**config.mk**
```make
export PLATFORM = sky130hd
export DESIGN_NAME = ifu_fetch
export DESIGN_NICKNAME = d
export VERILOG_FILES = /design/src/rtl/ifu_pkg.sv /design/src/rtl/ifu_fetch.sv
export SDC_FILE = /design/constraint.sdc
export NUM_CORES = 1
export LEC_CHECK = 0
export CORE_MARGIN = 2
export CORE_UTILIZATION = 55
export CTS_CLUSTER_DIAMETER = 50
export DETAILED_ROUTE_END_ITERATION = 10
export PLACE_DENSITY = 0.86
export SYNTH_ARGS = -nofsm -noshare
export SYNTH_HDL_FRONTEND = slang
export SYNTH_SLANG_ARGS = --single-unit
```
**constraint.sdc**
```tcl
create_clock -name clk -period 3.05 [get_ports clk]
set_input_delay 0.4575 -clock clk [delete_from_list [all_inputs] [get_ports clk]]
set_output_delay 0.4575 -clock clk [all_outputs]
set_load 0.02 [all_outputs]
```
**src/rtl/ifu_pkg.sv**
```systemverilog
// Shared types and constants for the instruction fetch unit.
package ifu_pkg;

  typedef enum logic [1:0] {
    IDLE = 2'd0,
    ADDR = 2'd1,
    DATA = 2'd2,
    HOLD = 2'd3
  } ifu_state_e;

  localparam logic [1:0] EXC_NONE     = 2'b00;
  localparam logic [1:0] EXC_MISALIGN = 2'b01;
  localparam logic [1:0] EXC_BUSERR   = 2'b10;

  localparam logic [1:0] AXI_RESP_OKAY = 2'b00;

  // A fetch address is usable only when it is 32-bit word aligned.
  function automatic logic word_aligned(input logic [1:0] lo);
    return lo == 2'b00;
  endfunction

endpackage

```
**src/rtl/ifu_fetch.sv**
```systemverilog
// Instruction fetch stage: owns the PC, fetches one word at a time over an
// AXI4-Lite read-only master and presents {pc, inst, exc} over valid/ready.
module ifu_fetch
  import ifu_pkg::*;
#(
  parameter int unsigned     AW       = 32,
  parameter logic [AW-1:0]   RESET_PC = 32'h8000_0000
) (
  input  logic          clk,
  input  logic          rst,
  input  logic          redirect_valid,
  input  logic [AW-1:0] redirect_pc,
  output logic          out_valid,
  input  logic          out_ready,
  output logic [AW-1:0] out_pc,
  output logic [31:0]   out_inst,
  output logic [1:0]    out_exc,
  output logic [AW-1:0] araddr,
  output logic          arvalid,
  input  logic          arready,
  input  logic [31:0]   rdata,
  input  logic [1:0]    rresp,
  input  logic          rvalid,
  output logic          rready
);

  ifu_state_e    state;
  logic [AW-1:0] pc;
  logic [AW-1:0] pc_req;
  logic          drop;

  logic [AW-1:0] fetch_target;
  logic [AW-1:0] pc_inc;

  // PC to fetch next when leaving IDLE or abandoning a beat: a redirect wins.
  assign fetch_target = redirect_valid ? redirect_pc : pc;
  assign pc_inc       = pc + AW'(4);
  assign araddr       = pc_req;

  // Fetch FSM with PC, request address, drop flag and registered outputs.
  // pc tracks the architectural fetch PC at all times; pc_req only changes
  // when a new request is started, so araddr stays stable across redirects
  // and the in-flight beat is discarded via drop.
  always_ff @(posedge clk or negedge rst) begin
    if (!rst) begin
      state     <= IDLE;
      pc        <= RESET_PC;
      pc_req    <= RESET_PC;
      drop      <= 1'b0;
      arvalid   <= 1'b0;
      rready    <= 1'b0;
      out_valid <= 1'b0;
      out_inst  <= '0;
      out_exc   <= EXC_NONE;
      out_pc    <= RESET_PC;
    end else begin
      case (state)
        IDLE: begin
          pc      <= fetch_target;
          pc_req  <= fetch_target;
          drop    <= 1'b0;
          arvalid <= word_aligned(fetch_target[1:0]);
          state   <= ADDR;
        end

        ADDR: begin
          if (!word_aligned(pc_req[1:0])) begin
            // No AR is ever issued for a misaligned PC.
            if (redirect_valid) begin
              pc      <= redirect_pc;
              pc_req  <= redirect_pc;
              drop    <= 1'b0;
              arvalid <= word_aligned(redirect_pc[1:0]);
            end else begin
              out_inst  <= '0;
              out_exc   <= EXC_MISALIGN;
              out_pc    <= pc_req;
              out_valid <= 1'b1;
              state     <= HOLD;
            end
          end else begin
            if (redirect_valid) begin
              pc   <= redirect_pc;
              drop <= 1'b1;
            end
            if (arready) begin
              arvalid <= 1'b0;
              rready  <= 1'b1;
              state   <= DATA;
            end
          end
        end

        DATA: begin
          if (rvalid) begin
            rready <= 1'b0;
            if (drop || redirect_valid) begin
              pc      <= fetch_target;
              pc_req  <= fetch_target;
              drop    <= 1'b0;
              arvalid <= word_aligned(fetch_target[1:0]);
              state   <= ADDR;
            end else begin
              out_inst  <= rdata;
              out_exc   <= (rresp != AXI_RESP_OKAY) ? EXC_BUSERR : EXC_NONE;
              out_pc    <= pc;
              out_valid <= 1'b1;
              state     <= HOLD;
            end
          end else if (redirect_valid) begin
            pc   <= redirect_pc;
            drop <= 1'b1;
          end
        end

        HOLD: begin
          if (redirect_valid) begin
            pc        <= redirect_pc;
            pc_req    <= redirect_pc;
            out_valid <= 1'b0;
            arvalid   <= word_aligned(redirect_pc[1:0]);
            state     <= ADDR;
          end else if (out_ready) begin
            pc        <= pc_inc;
            pc_req    <= pc_inc;
            out_valid <= 1'b0;
            arvalid   <= word_aligned(pc_inc[1:0]);
            state     <= ADDR;
          end
        end

        default: state <= IDLE;
      endcase
    end
  end

endmodule

```
==> metrics.log <==
INFO  metric report.final.slew_viol_count = 0
INFO  metric fmax = 386 MHz
INFO  metric regToRegSetupSlack = 0.46 ns
INFO  metric worst_setup_path_start_kind = register
INFO  metric worst_ep_arrival_time = 2.88 ns
INFO  metric synth_flop_cell = sky130_fd_sc_hd__dfrtp_1
INFO  metric cts.reportedPaths.clkPinSlew = 0.06 ns
INFO  metric post-cts-setup-buffer-count = 0
INFO  metric cts_htree_levels = 4
INFO  metric overflow_after_grt = 0
INFO  metric drc_errors = 0
INFO  metric sw_frac_of_total = between 40% and 50%
INFO  metric cts_made_buffers = 17
INFO  metric start_util = 56.4%
INFO  metric power_density = slightly above 1000 nW/µm²
INFO  metric cp_slowest_stage_delay = 0.68 ns
INFO  metric design_power_total = 10.4 mW
INFO  metric final.setup.tns = 0 ns
INFO  metric cpMaxStageDelayCell = sky130_fd_sc_hd__or3_2
INFO  metric drt.antenna.violating_nets = 0
INFO  metric grt_first_pass_wirelength = 35.4 mm
INFO  metric flow.area_growth_from_synthesis = 28.6%
INFO  metric total_switching_power = ~4.5 mW
INFO  metric p_leak = 4.32 nW
INFO  metric synth_area = 7860 µm²
INFO  metric hpwl = approximately 16 mm
INFO  metric cts.path.max_buffers = 2
INFO  metric maxSlewHeadroom = 35.0%
INFO  metric yosys_warnings = 0
INFO  metric cts_repair_resize_count = 0
INFO  metric critPathMaxFanout = 75
INFO  metric maxCapViolCount = 0
INFO  metric internal_power = about 6 mW
INFO  metric finalHoldViolations = 0
INFO  metric synth_enable_flop_cells = 0
INFO  metric root_buffer = sky130_fd_sc_hd__clkbuf_16
INFO  metric post_synth_arst_share = 100%
INFO  metric antenna_cells = 0
INFO  metric via_count_of_the_first_global_routing_pass = between 6k and 7k
INFO  metric clock_sink_count = 136
INFO  metric setup_viol = 0
INFO  metric drive_above_1_share = 8.04%
INFO  metric dr.first_iter.drc_count = 811
INFO  metric postCtsHoldBufs = 0
INFO  metric min_period_over_period = 85.0%
INFO  metric floorplan.io_pins = 173
INFO  metric postSynthAreaPerCell = 8.78 µm²
INFO  metric die_area = 15,300 µm²
INFO  metric clkLatencyLatePin = about 0.43 ns
INFO  metric path_cells = inv_1 > ha_1 > or2_1 > a22o_1 > or3_2 > buf_12 > nand2_1 > o21ai_0
INFO  metric ys_types = 72
INFO  metric timing_worst_slew_pin_value = just under 1 ns
INFO  metric ys_seq_area_share = 43.3%
INFO  metric min_period = 2.59 ns
INFO  metric combined_area_of_the_multi_input_logic_cells = 3980 µm²
INFO  metric coreArea = 13,900 µm²
INFO  metric routed_wire_length_per_instance = between 15 and 20 µm
INFO  metric fp.dieH = 124 µm
INFO  metric register_area = approximately 3400 µm²
INFO  metric power.share.clock = a little under a fifth
INFO  metric numPortBuffers = 172
INFO  metric syn-num-nets = 973
INFO  metric num_vias = 7,432
INFO  metric avgViaCountPerCell = ~6.1
INFO  metric postSynthCellCount = 896
INFO  metric power.share.sequential = 29.8%
INFO  metric rows = 43
INFO  metric gp_routability_congestion = 0.897
INFO  metric power.combinational.fraction = 51.6%
INFO  metric ys_ff_latch = 136
INFO  metric worstPathRequired = 3.33 ns
INFO  metric crit_family = simple AND/OR/NAND/NOR gates
INFO  metric antenna_found_initial = 0
INFO  metric critPathCaptureType = register
INFO  metric nNetsFinal = 1,109
INFO  metric tritoncts_clock_tree = done
INFO  metric outcome = completed
INFO  metric grtUsageTotal = 30.0%
INFO  metric worstPathBufferInverterCount = 2
INFO  metric fin_worst_skew = 0.00868 ns
INFO  metric totalWireLength = 22.7 mm
INFO  metric drt_pre_antenna_iters = 5
INFO  metric hold_path.class = input pin to asynchronous set/reset pin
INFO  metric vdd.ir_drop.worst = 0.472 mV
INFO  metric crit_path_class = register to register
INFO  metric die_w = 124 µm
INFO  metric grt_setup_unrepaired = false
INFO  metric layout.filler_cells = around 1.0k
INFO  metric grt_start_max_net_pins = between 70 and 80
==> registers in the layout (all words and copies together), names as in the netlist, 2 cells and up <==
name,count
pc,32
out_inst,32
out_pc,32
out_exc,2
state,2
araddr,32
==> cell usage after synthesis (all sizes together) (11+ instances only) <==
master | count | area share (%)
a22oi | 14 | 1.3
clkbuf | 43 | 2.6
and3 | 17 | 1.4
mux2 | 14 | 2.1
xor2 | 12 | 1.3
and4 | 11 | 1.3
mux2i | 50 | 6.4
a21oi | 45 | 2.9
buf | 33 | 3.1
nand2 | 160 | 7.6
o21ai | 64 | 4.1
nor2 | 79 | 3.8
dfrtp | 133 | 42
nand4 | 13 | 1.4
nand3 | 52 | 3.3
inv | 12 | 0.57
nor3 | 12 | 0.83
a31oi | 19 | 1.5
==> metal layers <==
metal	track usage (%)	wire, µm	part of all wire (%)	vias up
met5	0	0	0	-
met2	46.6	10500	46	412
met1	41.3	9620	42	3530
met3	6.96	2160	9.5	36
met4	10.7	493	2.2	0
li1	-	-	-	3454
==> kinds of logic after synthesis <==
kind of cell | share of synthesized area [%]
AOI/OAI and AO/OA | 15.5
xor gates and xnor gates | 2.12
adders and majority gates | 0.796
buffers and inverters | 6.36
DFF | 43.3
muxes | 8.42
and+or+nand+nor | 23.5
==> worst paths after layout <==
| kind | to | from | depth (start not counted) |
|---|---|---|---|
| worst max register to register | out_pc[27] | state[1] | 8 |
| min in group clk | out_inst[25] | out_inst[25] | 2 |
| worst min-delay path | out_inst[21] | rst | 1 |
| worst max-delay path | out_pc[27] | state[1] | 8 |
| max in group asynchronous | pc[11] | rst | 2 |
| worst min register to register | out_inst[25] | out_inst[25] | 2 |
==> cell type report <==
class	instances	share of cell area [%]
multi-input combinational	670	39.3
sequential	136	33.7
timing repair buffer	194	18.9
clock buffer	24	4.66
tap	180	2.23
clock inverter	8	0.742
inverter	13	0.482
==> per-stage QoR <==
step | std cells | instance area [µm²] | hold slack (ns) | utilization, % | setup WS [ns]
floorplan | 896 | 7860 | 0.162 | - | 0.972
global placement | 1193 | 9570 | 0.448 | 68.7 | 0.520
detailed placement | 1193 | 9570 | 0.455 | 68.7 | 0.486
CTS | 1225 | 10100 | 0.0306 | 72.6 | 0.460
global route | 1225 | 10100 | 0.0512 | 72.6 | 0.316
finish | 1225 | 10100 | 0.00588 | 72.6 | 0.457
==> power groups by stage <==
stage	clock network, mW	registers [mW]	logic (mW)
after floorplan	0	3.71	2.53
after global placement	0	3.11	5.18
after detailed placement	0	3.12	5.32
after CTS	1.94	3.10	5.37
after global routing	2.03	3.19	5.82
final	1.93	3.10	5.37
==> cells in the final DEF (no fill, tap or decap), drive strengths merged, types with 17 or more instances in the layout <==
cell type / synthesis / layout
o21ai: 64 / 64
buf: 33 / 24
nor2: 79 / 79
mux2i: 50 / 50
and3: 17 / 17
a31oi: 19 / 19
a21oi: 45 / 45
nand3: 52 / 52
nand2: 160 / 160
dfrtp: 133 / 133
clkbuf: 43 / 24
clkdlybuf4s50: 0 / 170
Power figures use the tool's default switching activity.
